**config.mk**
```make
export PLATFORM = sky130hd
export DESIGN_NAME = fml_memtest_master
export DESIGN_NICKNAME = d
export VERILOG_FILES = /design/src/rtl/fml_memtest_master.sv
export SDC_FILE = /design/constraint.sdc
export NUM_CORES = 1
export LEC_CHECK = 0
export BUFFER_PORTS_ARGS = -buffer_cell sky130_fd_sc_hd__buf_2
export CAP_MARGIN = 20
export CELL_PAD_IN_SITES_DETAIL_PLACEMENT = 0
export CELL_PAD_IN_SITES_GLOBAL_PLACEMENT = 1
export CORE_ASPECT_RATIO = 1.25
export CORE_MARGIN = 2
export CORE_UTILIZATION = 45
export CTS_BUF_LIST = sky130_fd_sc_hd__clkbuf_2 sky130_fd_sc_hd__clkbuf_4 sky130_fd_sc_hd__clkbuf_8
export CTS_CLUSTER_SIZE = 24
export DETAILED_ROUTE_END_ITERATION = 10
export GPL_TIMING_DRIVEN = 0
export PLACE_DENSITY_LB_ADDON = 0.1
export SKIP_CTS_REPAIR_TIMING = 1
export SLEW_MARGIN = 5
export SYNTH_ARGS = -nofsm -noshare
export SYNTH_HDL_FRONTEND = slang
export SYNTH_SLANG_ARGS = --single-unit
```
**constraint.sdc**
```tcl
create_clock -name sys_clk -period 11.54 [get_ports sys_clk]
set_input_delay 0 -clock sys_clk [delete_from_list [all_inputs] [get_ports sys_clk]]
set_output_delay 0 -clock sys_clk [all_outputs]
set_load 0.03 [all_outputs]
```
**src/rtl/fml_memtest_master.sv**
```systemverilog
// FML memory-test initiator: writes a 64-bit Galois LFSR pattern over a range of 4-beat bursts,
// reads the range back and counts mismatching beats. Define FML_MEMTEST_ERRLOG_EN to log the first failing beat.
module fml_memtest_master #(
  parameter int adr_width = 27
) (
  input  logic                 sys_clk,
  input  logic                 sys_rst,
  input  logic                 start,
  input  logic [63:0]          seed,
  input  logic [adr_width-1:0] base_adr,
  input  logic [15:0]          nbursts,
  output logic                 busy,
  output logic                 done,
  output logic [31:0]          err_count,
  output logic                 first_err_valid,
  output logic [adr_width-1:0] first_err_adr,
  output logic [adr_width-1:0] fml_adr,
  output logic                 fml_stb,
  output logic                 fml_we,
  input  logic                 fml_ack,
  output logic [7:0]           fml_sel,
  output logic [63:0]          fml_do,
  input  logic [63:0]          fml_di
);

  // x^64 + x^63 + x^61 + x^60 + 1, left-shifting Galois form
  localparam logic [63:0] LFSR_TAPS = 64'hB000_0000_0000_0001;

  typedef enum logic [2:0] {
    S_IDLE,
    S_WREQ,
    S_WDATA,
    S_RREQ,
    S_RDATA,
    S_FIN
  } state_t;

  state_t               state_q, state_d;
  logic [63:0]          seed_q, seed_d;
  logic [63:0]          lfsr_q, lfsr_d;
  logic [adr_width-1:0] base_q, base_d;
  logic [adr_width-1:0] adr_q, adr_d;
  logic [15:0]          nb_q, nb_d;
  logic [15:0]          burst_q, burst_d;
  logic [1:0]           beat_q, beat_d;
  logic [31:0]          err_q, err_d;
  logic                 zero_q, zero_d;

  logic                 last_burst;
  logic                 mismatch;
  logic [adr_width-1:0] base_in;
  logic [adr_width-1:0] adr_next;
  logic [63:0]          seed_in;
  logic [63:0]          lfsr_nx;

  function automatic logic [63:0] lfsr_step(input logic [63:0] s);
    return {s[62:0], 1'b0} ^ (s[63] ? LFSR_TAPS : 64'h0);
  endfunction

  assign base_in    = base_adr & ~adr_width'(31);
  assign seed_in    = (seed == 64'h0) ? 64'h1 : seed;
  assign lfsr_nx    = lfsr_step(lfsr_q);
  assign adr_next   = adr_q + adr_width'(32);
  assign last_burst = (({1'b0, burst_q} + 17'd1) == {1'b0, nb_q});
  assign mismatch   = (state_q == S_RDATA) && (fml_di != lfsr_q);

  assign fml_sel   = 8'hFF;
  assign fml_adr   = adr_q;
  assign err_count = err_q;

  always_comb begin
    state_d = state_q;
    seed_d  = seed_q;
    lfsr_d  = lfsr_q;
    base_d  = base_q;
    adr_d   = adr_q;
    nb_d    = nb_q;
    burst_d = burst_q;
    beat_d  = beat_q;
    err_d   = err_q;
    zero_d  = zero_q;
    busy    = 1'b0;
    done    = 1'b0;
    fml_stb = 1'b0;
    fml_we  = 1'b0;
    fml_do  = 64'h0;

    case (state_q)
      S_IDLE: begin
        if (start) begin
          seed_d  = seed_in;
          lfsr_d  = seed_in;
          base_d  = base_in;
          adr_d   = base_in;
          nb_d    = nbursts;
          burst_d = 16'd0;
          beat_d  = 2'd0;
          err_d   = 32'd0;
          if (nbursts == 16'd0) begin
            zero_d  = 1'b1;
            state_d = S_FIN;
          end else begin
            state_d = S_WREQ;
          end
        end
      end

      S_WREQ: begin
        busy    = 1'b1;
        fml_stb = 1'b1;
        fml_we  = 1'b1;
        if (fml_ack) begin
          beat_d  = 2'd0;
          state_d = S_WDATA;
        end
      end

      S_WDATA: begin
        busy   = 1'b1;
        fml_do = lfsr_q;
        lfsr_d = lfsr_nx;
        beat_d = beat_q + 2'd1;
        if (beat_q == 2'd3) begin
          if (last_burst) begin
            // read-back regenerates the identical sequence from the seed
            lfsr_d  = seed_q;
            burst_d = 16'd0;
            adr_d   = base_q;
            state_d = S_RREQ;
          end else begin
            burst_d = burst_q + 16'd1;
            adr_d   = adr_next;
            state_d = S_WREQ;
          end
        end
      end

      S_RREQ: begin
        busy    = 1'b1;
        fml_stb = 1'b1;
        if (fml_ack) begin
          beat_d  = 2'd0;
          state_d = S_RDATA;
        end
      end

      S_RDATA: begin
        busy   = 1'b1;
        lfsr_d = lfsr_nx;
        beat_d = beat_q + 2'd1;
        if (mismatch && (err_q != 32'hFFFF_FFFF)) begin
          err_d = err_q + 32'd1;
        end
        if (beat_q == 2'd3) begin
          if (last_burst) begin
            state_d = S_FIN;
          end else begin
            burst_d = burst_q + 16'd1;
            adr_d   = adr_next;
            state_d = S_RREQ;
          end
        end
      end

      S_FIN: begin
        // an empty run spends one extra busy cycle here so done lands two cycles after start
        if (zero_q) begin
          busy   = 1'b1;
          zero_d = 1'b0;
        end else begin
          done    = 1'b1;
          state_d = S_IDLE;
        end
      end

      default: begin
        state_d = S_IDLE;
      end
    endcase
  end

  always_ff @(posedge sys_clk or posedge sys_rst) begin
    if (sys_rst) begin
      state_q <= S_IDLE;
      seed_q  <= 64'h0;
      lfsr_q  <= 64'h0;
      base_q  <= '0;
      adr_q   <= '0;
      nb_q    <= 16'd0;
      burst_q <= 16'd0;
      beat_q  <= 2'd0;
      err_q   <= 32'd0;
      zero_q  <= 1'b0;
    end else begin
      state_q <= state_d;
      seed_q  <= seed_d;
      lfsr_q  <= lfsr_d;
      base_q  <= base_d;
      adr_q   <= adr_d;
      nb_q    <= nb_d;
      burst_q <= burst_d;
      beat_q  <= beat_d;
      err_q   <= err_d;
      zero_q  <= zero_d;
    end
  end

`ifdef FML_MEMTEST_ERRLOG_EN
  logic                 fev_q, fev_d;
  logic [adr_width-1:0] fea_q, fea_d;

  always_comb begin
    fev_d = fev_q;
    fea_d = fea_q;
    if ((state_q == S_IDLE) && start) begin
      fev_d = 1'b0;
      fea_d = '0;
    end else if (mismatch && !fev_q) begin
      fev_d = 1'b1;
      fea_d = adr_q + adr_width'({beat_q, 3'b000});
    end
  end

  always_ff @(posedge sys_clk or posedge sys_rst) begin
    if (sys_rst) begin
      fev_q <= 1'b0;
      fea_q <= '0;
    end else begin
      fev_q <= fev_d;
      fea_q <= fea_d;
    end
  end

  assign first_err_valid = fev_q;
  assign first_err_adr   = fea_q;
`else
  assign first_err_valid = 1'b0;
  assign first_err_adr   = '0;
`endif

endmodule

```
==> key figures <==
Status
  • Status: complete, no violations

Placed design
  • GPL Wtd Cong: 0.9039
  • Port-buffer cells: 291
  • HPWL Detailed: 38,870 µm
  • Place WS: 7.969 ns

GRT
  • Initial antenna violation count: 2
  • Vias in the first global route: 13,640
  • GRT Total Usage: 30.39%
  • Largest net degree at the start of global routing: 104
  • Grt ovf: 0
  • First-pass GRT wire length: 78,920 µm

Layout
  • Fin nets: 2,309
  • ANT cells: 0
  • Area of the multi-input gates: 0.007863 mm²
  • Layout cells sized above 1: 21.61%
  • Register cell area after layout: 0.006056 mm²
  • Area Growth Syn to Fin: 27.94%
  • # fillers: 2,915

Worst hold path
  • Hold path start: nbursts[0]
  • Worst hold path class: primary input to flop
  • Hold Path Depth: 4
  • Hold Crit Endpoint: nb_q[0]$_DFFE_PP0P_

Pwr
  • Leak Pwr: 9.198 nW
  • Max VDD drop: 143.8 µV
  • PwrDens: 253.2 mW/mm²

Die
  • Rows: 73
  • Starting Density: 45.81%
  • Die area: 0.03392 mm²
  • Placeable Area: 0.03188 mm²
  • Die Ht: 205.4 µm
  • DIE WIDTH: 165.1 µm
  • # IOs: 338

Setup path
  • CP endpoint kind: flop
  • Critical path data arrival time: 4.11 ns
  • FF-to-FF setup slack: 7.91 ns
  • WP data required: 12.01 ns
  • Startpoint Class: flop
  • WS Path Type: flop to flop
  • Worst reg2reg startpoint: lfsr_q[25]$_DFFE_PP0P_
  • Worst-path fanout max: 10
  • Length in cells of the worst reg-to-reg path: 9
  • Critical R2R Capture: err_count[29]$_DFFE_PP0P_

Route
  • Vias per inst: 5.693
  • Vias: 14,620
  • Drt total wl: 52,960 µm
  • DRC Markers: 0
  • Routed WL per cell: 20.62 µm
  • DRT Pass-1 Iters: 5
  • Post-DRT Antenna Nets: 0
  • Starting DRT DRC Count: 957

Synthesis
  • EDFF count, synth: 0
  • Yosys reg bits: 242
  • Yosys Warn Count: 0
  • Top post-synthesis cells by area: dfrtp_1 41%, nand2_1 9.7%, xnor2_1 6.0%, mux2i_1 5.0%, a221oi_1 4.1%
  • Area of the mapped netlist: 0.01460 mm²
  • Dominant cell type by area after synthesis: dfrtp_1
  • Commonest register cell after synthesis: dfrtp_1
  • Mapped Cells: 1,648
  • Seq/Total Area, Yosys: 41.47%
  • Count of cell types in the netlist: 67
  • Ys async rst share: 100.0%
  • Synth Area per Inst: 8.862 µm²
  • Area share of the largest cell type after synthesis: 41.47%

Clocking
  • H-tree lvl count: 2
  • CTS Sinks: 242
  • Clk buf depth: 3
  • CTS tree: built
  • Reg clk slew, reported paths: 0.06 ns
  • Root Buffer: clkbuf_8
  • CTS Buf Count: 42
  • Clk Latency, worst-skew pair: 0.58 ns

Timing
  • # setup viols final: 0
  • Worst Max-Slew Pin Slew: 1.009 ns
  • Final hold viol count: 0
  • RSZ-0062 raised after global routing: false
  • Hold WS: 0.1729 ns
  • Max Clock Skew: 0.03778 ns
  • Max Slew Vio Count: 0
  • Setup tns final: 0 ns
  • Fmax: 275.2 MHz
  • PnR worst setup slack: 7.906 ns
  • Post-route minimum period: 3.634 ns
  • Final period utilization: 31.49%
  • Slew HR: 32.31%

Flow run
  • Max-cap violations: 0
-- area by class of cell --
cell class / instances / area share, %
sequential: 242 / 32.41
timing repair buffer: 399 / 13.77
clock inverter: 3 / 0.09375
multi-input combinational: 1278 / 42.08
buffer: 152 / 4.179
inverter: 15 / 0.3415
clock buffer: 67 / 4.366
tap: 412 / 2.759
-- through the flow --
| step | utilization (%) | total power (W) | std cells | area (µm²) |
|---|---|---|---|---|
| 6_report | 58.61 | 0.004730 | 2568 | 18680 |
| 5_1_grt | 58.61 | 0.005030 | 2568 | 18680 |
| 4_1_cts | 55.29 | 0.004684 | 2462 | 17620 |
| 3_5_place_dp | 52.67 | 0.003866 | 2392 | 16790 |
| 3_3_place_gp | 52.46 | 0.003813 | 2390 | 16720 |
| 2_1_floorplan | - | 0.003084 | 1687 | 14750 |
-- cell usage in the layout (no fill, tap or decap), drive strengths merged, types with 62 or more instances in the layout --
| cell | instances |
|---|---|
| a21oi | 86 |
| clkbuf | 153 |
| nor2 | 63 |
| nand2 | 377 |
| xnor2 | 100 |
| and2 | 69 |
| a221oi | 79 |
| mux2i | 73 |
| buf | 359 |
| o2bb2ai | 62 |
| dfrtp | 242 |
| dlygate4sd3 | 106 |
-- synth_stat cells (5+ instances only) --
master,count
nor2_1,63
or4_1,7
a21o_1,9
clkbuf_1,86
o31ai_1,15
a221oi_2,10
o31ai_2,10
and2_1,69
buf_4,47
a21oi_1,86
xnor2_1,100
nor3_1,14
o21ai_0,22
a221oi_1,69
nand4_1,41
and4_1,5
mux2i_1,73
inv_1,14
dfrtp_1,242
nand2_1,377
xor2_1,14
nand2b_1,11
a31o_2,6
buf_2,15
o2bb2ai_1,62
nand3_1,48
and3_1,22
nor4_1,32
or3_1,10
a31oi_1,8
-- how the worst max path moves through the flow --
| stage | from | to | slack (ns) | depth (start not counted) |
|---|---|---|---|---|
| finish | lfsr_q[25]$_DFFE_PP0P_ | err_count[29]$_DFFE_PP0P_ | 7.91 | 9 |
| detailed placement | burst_q[0]$_DFFE_PP0P_ | fml_adr[22]$_DFFE_PP0P_ | 7.97 | 10 |
| global placement | sys_rst | seed_q[21]$_DFFE_PP0P_ | 1.63 | 2 |
| CTS | burst_q[0]$_DFFE_PP0P_ | fml_adr[22]$_DFFE_PP0P_ | 7.94 | 10 |
| global route | burst_q[0]$_DFFE_PP0P_ | fml_adr[22]$_DFFE_PP0P_ | 7.65 | 10 |
| floorplan | sys_rst | base_q[10]$_DFFE_PP0P_ | 4.90 | 1 |
-- per-layer routing --
layer  part of all wire [%]  routed length, µm  up-vias  GRT usage [%]
met5                      0                  0        -              0
met4                    3.1               1666        0          10.43
met3                    6.9               3675      102          5.059
met2                     50              26250      664          52.41
met1                     40              21380     7077          38.44
li1                       -                  -     6777              -
-- flip-flops by register name (all words and copies together), names as in the netlist --
signal and flops:
burst_q 16, zero_q 1, base_q 22, fml_adr 22, state_q 3, seed_q 64
nb_q 16, lfsr_q 64, err_count 32, beat_q 2
-- worst max-delay path, stage by stage, from the launching register on --
cell      delay [ns]
dfrtp_1         0.45
xnor2_1         0.46
nand4_1         0.16
nor4_1          0.60
nand4_1         0.33
and2_1          0.30
a21oi_1         0.47
clkbuf_1        0.45
o21ai_0         0.17
a21oi_1         0.14
-- power breakdown --
group | internal (W) | leakage, nW | switching [W]
sequential | 0.00120 | 3.04 | 0.000438
clock | 0.000444 | 0.446 | 0.000366
combinational | 0.000826 | 5.71 | 0.00146
-- kinds of logic (layout without fill, tap and decap cells) --
family	Yosys count	in the layout	synth area share, %
other cells	2	41	0.05142
flops	242	242	41.47
buf+inv	167	636	5.732
compound gates	333	333	17.64
xor+xnor	114	114	6.837
mux	74	74	5.081
simple gates	712	712	22.85
fa+ha+maj	4	4	0.3427
Note: power is estimated with default switching activity, not from simulation.
